--- src/rtl/load_sqn_alloc.sv ---
// load_sqn_alloc
//    Hands out load sequence numbers to load uops leaving rename, two slots
//    per cycle. It stalls rename when the load buffer window cannot take the
//    whole demand, and it reloads its allocation pointer on a mispredict.
//
// Ports
//    clk               clock
//    rst               synchronous, active-high reset
//    IN_valid          per-slot uop valid
//    IN_isLoad         per-slot uop is a load (ignored unless IN_valid)
//    IN_maxLoadSqN     highest loadSqN the load buffer can accept now
//    IN_branchTaken    mispredict / flush this cycle
//    IN_branchLoadSqN  pointer value to restore on flush
//    OUT_stall         combinational; rename holds both slots this cycle
//    OUT_valid         registered; slot i carries an allocated loadSqN
//    OUT_loadSqN0/1    registered loadSqN for slot 0 / slot 1
//    OUT_nextLoadSqN   registered allocation pointer
//
// state    | meaning
// ---------+---------------------------------------------------------------
// RUN      | normal admission; allocate when the demand fits the window
// RECOVER  | one bubble after a flush; stall and allocate nothing
module load_sqn_alloc #(
   parameter int NUM_SLOTS = 2,
   parameter int SQN_W     = 7
) (
   input  logic                 clk,
   input  logic                 rst,
   input  logic [NUM_SLOTS-1:0] IN_valid,
   input  logic [NUM_SLOTS-1:0] IN_isLoad,
   input  logic [SQN_W-1:0]     IN_maxLoadSqN,
   input  logic                 IN_branchTaken,
   input  logic [SQN_W-1:0]     IN_branchLoadSqN,
   output logic                 OUT_stall,
   output logic [NUM_SLOTS-1:0] OUT_valid,
   output logic [SQN_W-1:0]     OUT_loadSqN0,
   output logic [SQN_W-1:0]     OUT_loadSqN1,
   output logic [SQN_W-1:0]     OUT_nextLoadSqN
);

   localparam logic [0:0] ST_RUN     = 1'b0;
   localparam logic [0:0] ST_RECOVER = 1'b1;

   logic [0:0]           state;
   logic [SQN_W-1:0]     ptr;
   logic [NUM_SLOTS-1:0] req;
   logic [1:0]           demand;
   logic [SQN_W-1:0]     diff;
   logic                 fits;
   logic                 alloc;

   assign req    = IN_valid & IN_isLoad;
   assign demand = {1'b0, req[0]} + {1'b0, req[1]};

   // Distance of the last requested sqN past the window limit, modulo 2^SQN_W.
   // Reading it as signed stays correct across pointer wrap while the live
   // window is under half the sequence space.
   assign diff = ptr + SQN_W'(demand) - SQN_W'(1) - IN_maxLoadSqN;
   assign fits = (demand == 2'd0) | diff[SQN_W-1] | (diff == '0);

   assign alloc = (state == ST_RUN) & ~IN_branchTaken & fits;

   // A flush stalls even under reset; everything else is masked by reset.
   assign OUT_stall = IN_branchTaken |
                      (~rst & ((state == ST_RECOVER) | ~fits));

   assign OUT_nextLoadSqN = ptr;

   always_ff @(posedge clk) begin
      if (rst) begin
         state        <= ST_RUN;
         ptr          <= '0;
         OUT_valid    <= '0;
         OUT_loadSqN0 <= '0;
         OUT_loadSqN1 <= '0;
      end else if (IN_branchTaken) begin
         state     <= ST_RECOVER;
         ptr       <= IN_branchLoadSqN;
         OUT_valid <= '0;
      end else if (state == ST_RECOVER) begin
         state     <= ST_RUN;
         OUT_valid <= '0;
      end else if (alloc) begin
         OUT_valid <= req;
         if (demand != 2'd0) begin
            OUT_loadSqN0 <= ptr;
            OUT_loadSqN1 <= ptr + SQN_W'(req[0]);
            ptr          <= ptr + SQN_W'(demand);
         end
      end else begin
         OUT_valid <= '0;
      end
   end

endmodule
--- config.mk ---
export PLATFORM = sky130hd
export DESIGN_NAME = load_sqn_alloc
export DESIGN_NICKNAME = d
export VERILOG_FILES = /design/src/rtl/load_sqn_alloc.sv
export SDC_FILE = /design/constraint.sdc
export NUM_CORES = 1
export LEC_CHECK = 0
export ABC_AREA = 0
export CAP_MARGIN = 20
export CORE_MARGIN = 2
export CORE_UTILIZATION = 30
export CTS_CLUSTER_DIAMETER = 50
export DETAILED_ROUTE_END_ITERATION = 8
export GPL_TIMING_DRIVEN = 0
export HOLD_SLACK_MARGIN = 0.1
export PLACE_DENSITY = 0.59
export SETUP_SLACK_MARGIN = 0.15
export SLEW_MARGIN = 10
export SYNTH_ARGS = -nofsm -noshare
export SYNTH_HDL_FRONTEND = slang
export SYNTH_SLANG_ARGS = --single-unit
--- constraint.sdc ---
create_clock -name clk -period 9.55 [get_ports clk]
set_input_delay 0.955 -clock clk [delete_from_list [all_inputs] [get_ports clk]]
set_output_delay 0.955 -clock clk [all_outputs]
set_load 0.03 [all_outputs]
==> results_dict.tcl, run 1 <==
set metrics [dict create \
    instances_no_fill 314 \
    antenna_found_initial 0 \
    pwr-share-seq_pct 36.5 \
    clk_pin_slew_worst_paths_ns 0.09 \
    syn_nets 230 \
    fill_cells 568 \
    overflow 0 \
    viasPerCell 5.20 \
    r2r-end "OUT_loadSqN1[5]$_SDFFE_PP0P_" \
    synth_area_um2 1670 \
    worstPathArrival_ns 5.38 \
    synth_top_area_cell "dfxtp_1" \
    synth-seq-cells 24 \
    insertion_delay_ns 0.27 \
    power_uw 301 \
    initial_core_util_pct 30.7 \
    synthToLayoutAreaGrowth_pct 35.4 \
    cp-start-kind "input pin" \
    synth.area.top_cells "dfxtp_1, ha_1, o31ai_1" \
    synth_ff_type "dfxtp_1" \
    status "finished clean" \
    async_flop_share_pct 0 \
    num_vias 1633 \
    synth-edff-count 0 \
    whs_endpoint "OUT_loadSqN0[6]$_SDFFE_PP0P_" \
    period_share_pct 66.3 \
    groute.usage.overall_pct 15.5 \
    cpPeakStageDelay_ns 0.70 \
    critical_path_class "input pin to output pin" \
    dieArea_um2 6180 \
    antennaDiodeCount 0 \
    ir_worst_vdd_v 0.0000515 \
    worstReg2RegStart "OUT_nextLoadSqN[0]$_SDFFE_PP0P_" \
    clockRootBuffer "clkbuf_8" \
    worstPathCellList "clkdlybuf4s50_1, and2_1, inv_1, ha_1, ha_1, inv_1, fa_1, nand3b_4, xnor2_1, ha_1, or3b_1, and4_1, o211ai_2, o211a_2, buf_6, a21oi_1, o21ai_0, clkdlybuf4s50_1" \
    cpMostUsedCell "ha_1" \
    cts_tree "yes" \
    power.internal_uw 203 \
    cts_max_path_buffers 2 \
    die_y_um 78.6 \
    pwr-share-clk_pct 30.1 \
    postCtsSetupRepairBufs 0 \
    cts-buffers-inserted 3 \
    max_cap_violations 0 \
    max_freq_mhz 158 \
    ant_nets 0 \
    fin_skew_ns 0.00772 \
    finalSetupTns_ns 0 \
    hold_path_class "flip-flop to flip-flop" \
    route.detailed.drc 0 \
    period_needed_ns 6.33 \
    ff2ff_setup_slack_ns 5.79 \
    dpl.hpwl_um 3370 \
    powerDensity_nw_per_um2 133 \
    cp_max_fo 10 \
    dr.pass1.iters 4 \
    fin_nets 278 \
    postCtsHoldBufs 0 \
    grt_pass1_vias 1577 \
    crit_required_ns 8.60 \
    r2r_cells 12 \
    routed_wl_um 4490 \
    initialDrtViolationCount 86 \
    htree_levels 1 \
    wl_per_cell_um 14.3 \
    die_w_um 78.6 \
    rsz0062_at_grt "no" \
    synth_warnings 0 \
    worst_slew_pin_slew_ns 0.690 \
    grt_pass1_wl_um 7650 \
    p_leak_nw 0.863 \
    final_hold_viol_count 0 \
    synth_cell_types 47 \
    place_inst 310 \
    swShare_pct 32.6 \
    core_um2 5440 \
    syn_avg_cell_area_um2 8.57 \
    power.switching_uw 97.9 \
    yosysTopAreaCellShare_pct 28.8 \
    cts.sinks 24 \
    grt_max_degree 15 \
    row_count 27 \
    critPathSlowestCell "clkdlybuf4s50_1" \
    hp-start "OUT_loadSqN0[6]$_SDFFE_PP0P_" \
    relSlewSlack_pct 53.6 \
    setup_viol 0 \
    boundaryPins 45 \
    slew_violations 0 \
    globalplace.congestion 0.839 \
    crit_path_end_kind "output pin" \
    drive_gt1_share_pct 8.68 \
    min_path_cells 2 \
    syn_inst 195 \
    numPortBuffers 43 \
    cts_resized 0 \
    ys_seq_area_share_pct 28.8 \
    pwr-share-comb_pct 33.4 \
]
==> registers in the layout, indices dropped and copies added (netlist names) <==
| register | count |
|---|---|
| state | 1 |
| OUT_nextLoadSqN | 7 |
| OUT_loadSqN0 | 7 |
| OUT_valid | 2 |
| OUT_loadSqN1 | 7 |
==> cell type report <==
cell class | count | area (um2) | share of cell area (%)
tap | 72 | 90.1 | 3.98
sequential | 24 | 480 | 21.2
clock inverter | 1 | 30.0 | 1.33
timing repair buffer | 43 | 430 | 19.0
clock buffer | 3 | 41.3 | 1.83
buffer | 15 | 91.3 | 4.04
inverter | 17 | 63.8 | 2.82
multi-input combinational | 139 | 1030 | 45.7
==> metrics by stage <==
step,instance area [um2],utilization [%],setup slack [ns],hold slack [ns]
finish,2260,41.6,3.22,0.479
global route,2260,41.6,2.98,0.504
CTS,2260,41.6,3.21,0.486
detailed placement,2190,40.3,3.23,0.461
global placement,2190,40.3,3.21,0.465
floorplan,1670,-,4.17,0.565
==> worst max-delay path by stage <==
stage	from	end	depth (start not counted)
floorplan	IN_valid[0]	OUT_stall	16
global placement	IN_valid[0]	OUT_stall	18
detailed placement	IN_valid[0]	OUT_stall	17
CTS	IN_valid[0]	OUT_stall	17
global route	IN_valid[0]	OUT_stall	17
finish	IN_valid[0]	OUT_stall	18
==> critical path: cells and delay by family <==
kind / cells / cell delay (ns)
AO/OA/AOI/OAI: 4 / 0.71
XOR/XNOR: 1 / 0.16
adder cells (fa/ha/maj): 4 / 1.11
buffers and inverters: 5 / 1.43
AND/OR/NAND/NOR: 4 / 1.01
==> per-layer routing <==
metal | wire length (um) | part of all wire [%] | track usage [%] | vias up
met5 | 0 | 0 | 0 | -
met4 | 53 | 1.2 | 4.04 | 0
met3 | 257 | 5.7 | 2.99 | 6
met2 | 2030 | 45 | 24.3 | 46
met1 | 2150 | 48 | 21.7 | 758
li1 | - | - | - | 823
==> cells in the mapped netlist (3+ instances only) <==
master and number:
o21ai_0 5, or4_1 3, a21oi_1 11, xor2_1 4, inv_1 16, xnor2_1 8, a311oi_1 4, o31ai_1 12
or2_2 3, a211oi_1 7, clkbuf_1 8, dfxtp_1 24, buf_6 3, nand4_1 10, ha_1 12, nand3_1 7
nor2_1 11, a31oi_1 5, nand2_1 6
==> cells in the final DEF (no fill, tap or decap), types with 2 or more instances in the layout <==
master           instances
nor3_1                   2
fa_1                     2
nand2_1                  6
buf_2                    2
a211oi_1                 7
ha_1                    12
dfxtp_1                 24
a31oi_1                  5
a21o_1                   2
clkdlybuf4s50_1         43
a21oi_1                 11
or3_1                    2
xor2_1                   4
a311oi_1                 4
xnor2_1                  8
and2_1                   2
clkbuf_1                 8
o211ai_2                 2
nor2_1                  11
nand3_1                  7
o31ai_1                 12
or2_2                    3
or4_1                    3
o21ai_0                  5
inv_1                   16
buf_6                    3
clkbuf_8                 4
and3_1                   2
nand4_1                 10
==> power groups by stage <==
| stage | Clock [mW] | Sequential, mW | Combinational, mW |
|---|---|---|---|
| 4_1_cts | 0.0938 | 0.110 | 0.100 |
| 3_3_place_gp | 0 | 0.112 | 0.0996 |
| 6_report | 0.0904 | 0.110 | 0.100 |
| 5_1_grt | 0.0991 | 0.111 | 0.110 |
| 2_1_floorplan | 0 | 0.120 | 0.0573 |
| 3_5_place_dp | 0 | 0.112 | 0.100 |
==> kinds of logic after synthesis <==
kind of cell | count (synthesis) | synth area share, %
compound gates | 58 | 25.2
xor+xnor | 12 | 6.29
fa+ha+maj | 14 | 11.4
buf+inv | 32 | 9.29
flops | 24 | 28.8
simple gates | 55 | 19.1
Note: power is estimated with default switching activity, not from simulation.
==> inputs of run 2 (changes only) <==
==> constraint.sdc (replaced) <==
create_clock -name clk -period 6 [get_ports clk]
set_input_delay 0.6 -clock clk [delete_from_list [all_inputs] [get_ports clk]]
set_output_delay 0.6 -clock clk [all_outputs]
set_load 0.03 [all_outputs]
==> run 2 against run 1 <==
Net effect:
- worst setup slack got worse by 2.4 ns
- register-to-register slack got worse by 3.5 ns
- global-route usage did not move
- via count fell by 0.61%
- highest routed layer unchanged
- sequential cell count did not move
- sequential power rose by 58%
- critical path type unchanged
- critical endpoint unchanged
- die area did not move
- non-clock buffer count did not move
- total power rose by 59%
==> results_dict.tcl, run 2 (same netlist as run 1, synthesis figures left out) <==
set metrics [dict create \
    status "finished clean" \
    fin_skew_ns 0.00891 \
    viasPerCell 5.17 \
    finalInstanceArea_um2 2260 \
    worstPathArrival_ns 4.62 \
    cts_tree "yes" \
    drive_gt1_share_pct 8.68 \
    crit_cells 18 \
    slew_violations 0 \
    worstReg2RegStart "OUT_nextLoadSqN[0]$_SDFFE_PP0P_" \
    core_um2 5440 \
    rsz0062_at_grt "no" \
    grt_pass1_wl_um 7650 \
    row_count 27 \
    die_y_um 78.6 \
    cts_max_path_buffers 2 \
    routed_wl_um 4540 \
    cp_max_fo 10 \
    cp-startpoint "IN_valid[0]" \
    clockRootBuffer "clkbuf_8" \
    initialDrtViolationCount 86 \
    numPortBuffers 43 \
    ir_worst_vdd_v 0.0000815 \
    num_vias 1623 \
    place_inst 310 \
    grt_max_degree 15 \
    route.detailed.drc 0 \
    insertion_delay_ns 0.28 \
    worstPathCellList "clkdlybuf4s50_1, and2_1, inv_1, ha_1, ha_1, inv_1, fa_1, nand3b_4, xnor2_1, ha_1, or3b_1, and4_1, o211ai_2, o211a_2, buf_6, a21oi_1, o21ai_0, dlymetal6s2s_1" \
    crit_required_ns 5.40 \
    die_w_um 78.6 \
    routed.top_layer "met4" \
    fill_cells 567 \
    wl_met1_um 2160 \
    period_share_pct 87.0 \
    mostFrequentLayoutCells "clkdlybuf4s50_1, dfxtp_1, inv_1" \
    wl_per_cell_um 14.5 \
    max_freq_mhz 192 \
    overflow 0 \
    relSlewSlack_pct 54.0 \
    initial_core_util_pct 30.7 \
    globalplace.congestion 0.839 \
    ant_nets 0 \
    p_leak_nw 0.870 \
    critPathSlowestCell "clkdlybuf4s50_1" \
    antennaDiodeCount 0 \
    dieArea_um2 6180 \
    period_needed_ns 5.22 \
    dpl.hpwl_um 3370 \
    crit_path_end_kind "output pin" \
    max_cap_violations 0 \
    htree_levels 1 \
    worst_slew_pin_slew_ns 0.685 \
    postCtsSetupRepairBufs 0 \
    cp-start-kind "input pin" \
    r2r_cells 12 \
    critical_path_class "input pin to output pin" \
    dr_wl_met3_um 213 \
    cp_num_buf_inv 5 \
    boundaryPins 45 \
    postPlaceCellArea_um2 2190 \
    worst_setup_path_endpoint "OUT_stall" \
    final_util_pct 41.6 \
    finalSetupTns_ns 0 \
    fin_nets 278 \
    dr.pass1.iters 4 \
    instances_no_fill 314 \
    hold_path_class "flip-flop to flip-flop" \
    cpLargestDelayFamily "adder cells" \
    dr_wl_met2_um 2100 \
    layout_commonest_cell "clkdlybuf4s50_1" \
    grt_pass1_vias 1577 \
    powerDensity_nw_per_um2 212 \
    synthToLayoutAreaGrowth_pct 35.6 \
    setup_viol 0 \
    clk_pin_slew_worst_paths_ns 0.09 \
    groute.usage.overall_pct 15.5 \
    cpPeakStageDelay_ns 0.45 \
    ff2ff_setup_slack_ns 2.25 \
    antenna_found_initial 0 \
    cpMostUsedCell "ha_1" \
    final_hold_viol_count 0 \
    r2r-end "OUT_loadSqN1[5]$_SDFFE_PP0P_" \
    cts-buffers-inserted 3 \
    cts.sinks 24 \
]
==> run 2: cell count changes in the layout (fill, tap and decap cells not counted) <==
cell / previous run / this run
dlymetal6s2s_1: 0 / 1
clkdlybuf4s50_1: 43 / 42
==> run 2: worst min-delay path by stage <==
stage                                             from                            to  depth (start not counted)
after floorplan                       state$_SDFF_PP0_       OUT_valid[1]$_SDFF_PP0_                          2
after global placement    OUT_loadSqN1[1]$_SDFFE_PP0P_  OUT_loadSqN1[1]$_SDFFE_PP0P_                          2
after detailed placement  OUT_loadSqN0[2]$_SDFFE_PP0P_  OUT_loadSqN0[2]$_SDFFE_PP0P_                          2
after CTS                 OUT_loadSqN0[3]$_SDFFE_PP0P_  OUT_loadSqN0[3]$_SDFFE_PP0P_                          2
after global routing      OUT_loadSqN1[0]$_SDFFE_PP0P_  OUT_loadSqN1[0]$_SDFFE_PP0P_                          2
final                     OUT_loadSqN0[6]$_SDFFE_PP0P_  OUT_loadSqN0[6]$_SDFFE_PP0P_                          2
==> run 2: repair_timing <==
action | CTS | global route
hold buffers | 0 | 0
setup endpoints to repair | 0 | 1
hold endpoints to repair | 0 | 0
resized for setup | 0 | 1
==> run 2: metrics by stage <==
step / power [mW] / hold slack (ns) / setup slack, ns
after floorplan: 0.283 / 0.565 / 1.33
after global placement: 0.337 / 0.465 / 0.367
after detailed placement: 0.338 / 0.461 / 0.386
after CTS: 0.484 / 0.486 / 0.367
after global routing: 0.509 / 0.504 / 0.530
final: 0.479 / 0.479 / 0.780
==> run 2: final cells by class <==
class / instances / area [um2] / share of cell area, %
plain buffers: 15 / 91.3 / 4.03
clock buffers: 3 / 41.3 / 1.82
flip-flops and latches: 24 / 480 / 21.2
repair buffers: 43 / 433 / 19.1
clock inverters: 1 / 30.0 / 1.33
well taps: 72 / 90.1 / 3.98
multi-input cells: 139 / 1030 / 45.7
inverters: 17 / 63.8 / 2.82
==> run 2: per-layer routing <==
layer  GRT usage, %  up-vias
met2           24.3       45
met1           21.7      751
met5              0        -
met4           4.04        0
li1               -      819
met3           2.99        8
==> run 2: worst register-to-register path: cells and delay by family, from the launching register on <==
kind | cells | cell delay, ns
compound gates | 5 | 1.15
simple gates | 1 | 0.57
flops | 1 | 0.44
buf+inv | 3 | 0.30
fa+ha+maj | 3 | 1.15
==> run 2: where the power goes <==
| part | switching [mW] | internal, mW | leakage [nW] |
|---|---|---|---|
| Clock | 0.0551 | 0.0893 | 0.0357 |
| Sequential | 0.00731 | 0.167 | 0.196 |
| Combinational | 0.0940 | 0.0661 | 0.638 |
| Total | 0.156 | 0.323 | 0.870 |
==> inputs of run 3 (changes only) <==
--- a/config.mk
+++ b/config.mk
@@ -7,7 +7,6 @@
 export LEC_CHECK = 0
 export ABC_AREA = 0
 export CAP_MARGIN = 20
-export CORE_MARGIN = 2
 export CORE_UTILIZATION = 30
 export CTS_CLUSTER_DIAMETER = 50
 export DETAILED_ROUTE_END_ITERATION = 8
==> run 3 against run 2 <==
Net effect:
- worst hold slack gained 0.0019 ns
- utilization grew 1.6 points
- global-route usage grew 0.48 points
- cell area shrank 0.11%
- first-iteration DRC count grew 37%
- total power shrank 0.33%
- critical path type unchanged
==> results_dict.tcl, run 3 (same netlist as run 1, synthesis figures left out) <==
set metrics [dict create \
    finalSetupTns_ns 0 \
    setup_slack_ns 0.800 \
    crit_required_ns 5.40 \
    htree_levels 1 \
    routed_wl_um 4410 \
    num_vias 1637 \
    ir_worst_vdd_v 0.000106 \
    max_freq_mhz 192 \
    cts.sinks 24 \
    worstPathArrival_ns 4.60 \
    pre_cts_slack_ns 0.363 \
    fill_cells 538 \
    grt_max_degree 15 \
    initial_core_util_pct 31.9 \
    cp_max_fo 10 \
    grt_pass1_wl_um 7450 \
    worstPathCellList "clkdlybuf4s50_1, and2_1, inv_1, ha_1, ha_1, inv_1, fa_1, inv_1, fa_1, a211oi_1, nor3_1, a211oi_1, o211a_2, buf_6, a21oi_1, o21ai_0, dlymetal6s2s_1" \
    dpl.hpwl_um 3410 \
    wl_per_cell_um 14.1 \
    dr.pass1.iters 4 \
    worst_slew_pin_slew_ns 0.649 \
    mostFrequentLayoutCells "clkdlybuf4s50_1, dfxtp_1, inv_1" \
    hold_path_class "flip-flop to flip-flop" \
    period_needed_ns 5.20 \
    worst_hold_slack_ns 0.481 \
    crit_path_end_kind "output pin" \
    clockRootBuffer "clkbuf_8" \
    core_um2 5240 \
    seqCellArea_um2 480 \
    p_leak_nw 0.870 \
    row_count 26 \
    final_hold_viol_count 0 \
    setup_viol 0 \
    die_w_um 76.6 \
    synthToLayoutAreaGrowth_pct 35.4 \
    ant_nets 0 \
    cpLargestDelayFamily "adder cells" \
    cp_num_buf_inv 6 \
    critical_path_class "input pin to output pin" \
    drive_gt1_share_pct 8.68 \
    viasPerCell 5.25 \
    multi_input_area_um2 1030 \
    antennaDiodeCount 0 \
    route.detailed.drc 0 \
    finalInstanceArea_um2 2260 \
    layout_commonest_cell "clkdlybuf4s50_1" \
    critPathSlowestCell "fa_1" \
    cpPeakStageDelay_ns 0.47 \
    relSlewSlack_pct 56.4 \
    place_inst 308 \
    grt_pass1_vias 1541 \
    clk_pin_slew_worst_paths_ns 0.09 \
    instances_no_fill 312 \
    die_y_um 76.6 \
    numPortBuffers 43 \
    cts_tree "yes" \
    dieArea_um2 5870 \
    globalplace.congestion 0.834 \
    fin_nets 278 \
    insertion_delay_ns 0.27 \
    rsz0062_at_grt "no" \
    power_uw 477 \
    cpMostUsedCell "inv_1" \
    cts-buffers-inserted 3 \
    postCtsSetupRepairBufs 0 \
    groute.usage.overall_pct 16.0 \
    period_share_pct 86.7 \
    cts_max_path_buffers 2 \
    antenna_found_initial 0 \
    boundaryPins 45 \
    cp-start-kind "input pin" \
    overflow 0 \
    initialDrtViolationCount 118 \
    postPlaceCellArea_um2 2190 \
    fin_skew_ns 0.00692 \
    powerDensity_nw_per_um2 211 \
    max_cap_violations 0 \
    slew_violations 0 \
    final_util_pct 43.2 \
    status "finished clean" \
]
## run 3: path summary, 6_finish.rpt
kind / start / to / slack, ns / depth (start not counted)
worst min-delay path: OUT_loadSqN1[0]$_SDFFE_PP0P_ / OUT_loadSqN1[0]$_SDFFE_PP0P_ / 0.48 / 2
worst min register to register: OUT_loadSqN1[0]$_SDFFE_PP0P_ / OUT_loadSqN1[0]$_SDFFE_PP0P_ / 0.48 / 2
worst max register to register: OUT_nextLoadSqN[0]$_SDFFE_PP0P_ / OUT_loadSqN1[4]$_SDFFE_PP0P_ / 2.27 / 12
worst max-delay path: IN_valid[0] / OUT_stall / 0.80 / 17
## run 3: worst min-delay path, stage by stage, from the launching register on
cell	delay, ns
dfxtp_1	0.32
o31ai_1	0.06
a21oi_1	0.06
## run 3: routing by layer
metal  share of wire [%]  wire, um  global-route usage [%]  up-vias
met2                  47      2060                    25.0       46
met1                  46      2050                    22.4      762
li1                    -         -                       -      825
met5                   0         0                       0        -
met3                 5.5       242                    2.63        4
met4                 1.1        50                    4.81        0
## run 3: power by group
part	internal, mW	total, mW	leakage, nW	switching, mW
clock	0.0893	0.144	0.0357	0.0542
sequential	0.167	0.174	0.196	0.00729
combinational	0.0662	0.159	0.638	0.0933
total	0.323	0.477	0.870	0.155
## run 3: what timing repair did
item / 4_1_cts / 5_1_grt
resized for setup: 0 / 1
hold buffers: 0 / 0
setup endpoints to repair: 0 / 1
## run 3: cell type report
class / count / area share, %
multi-input cells: 139 / 45.7
clock buffers: 3 / 1.83
repair buffers: 43 / 19.1
plain buffers: 15 / 4.04
well taps: 70 / 3.87
flip-flops and latches: 24 / 21.2
inverters: 17 / 2.82
clock inverters: 1 / 1.33
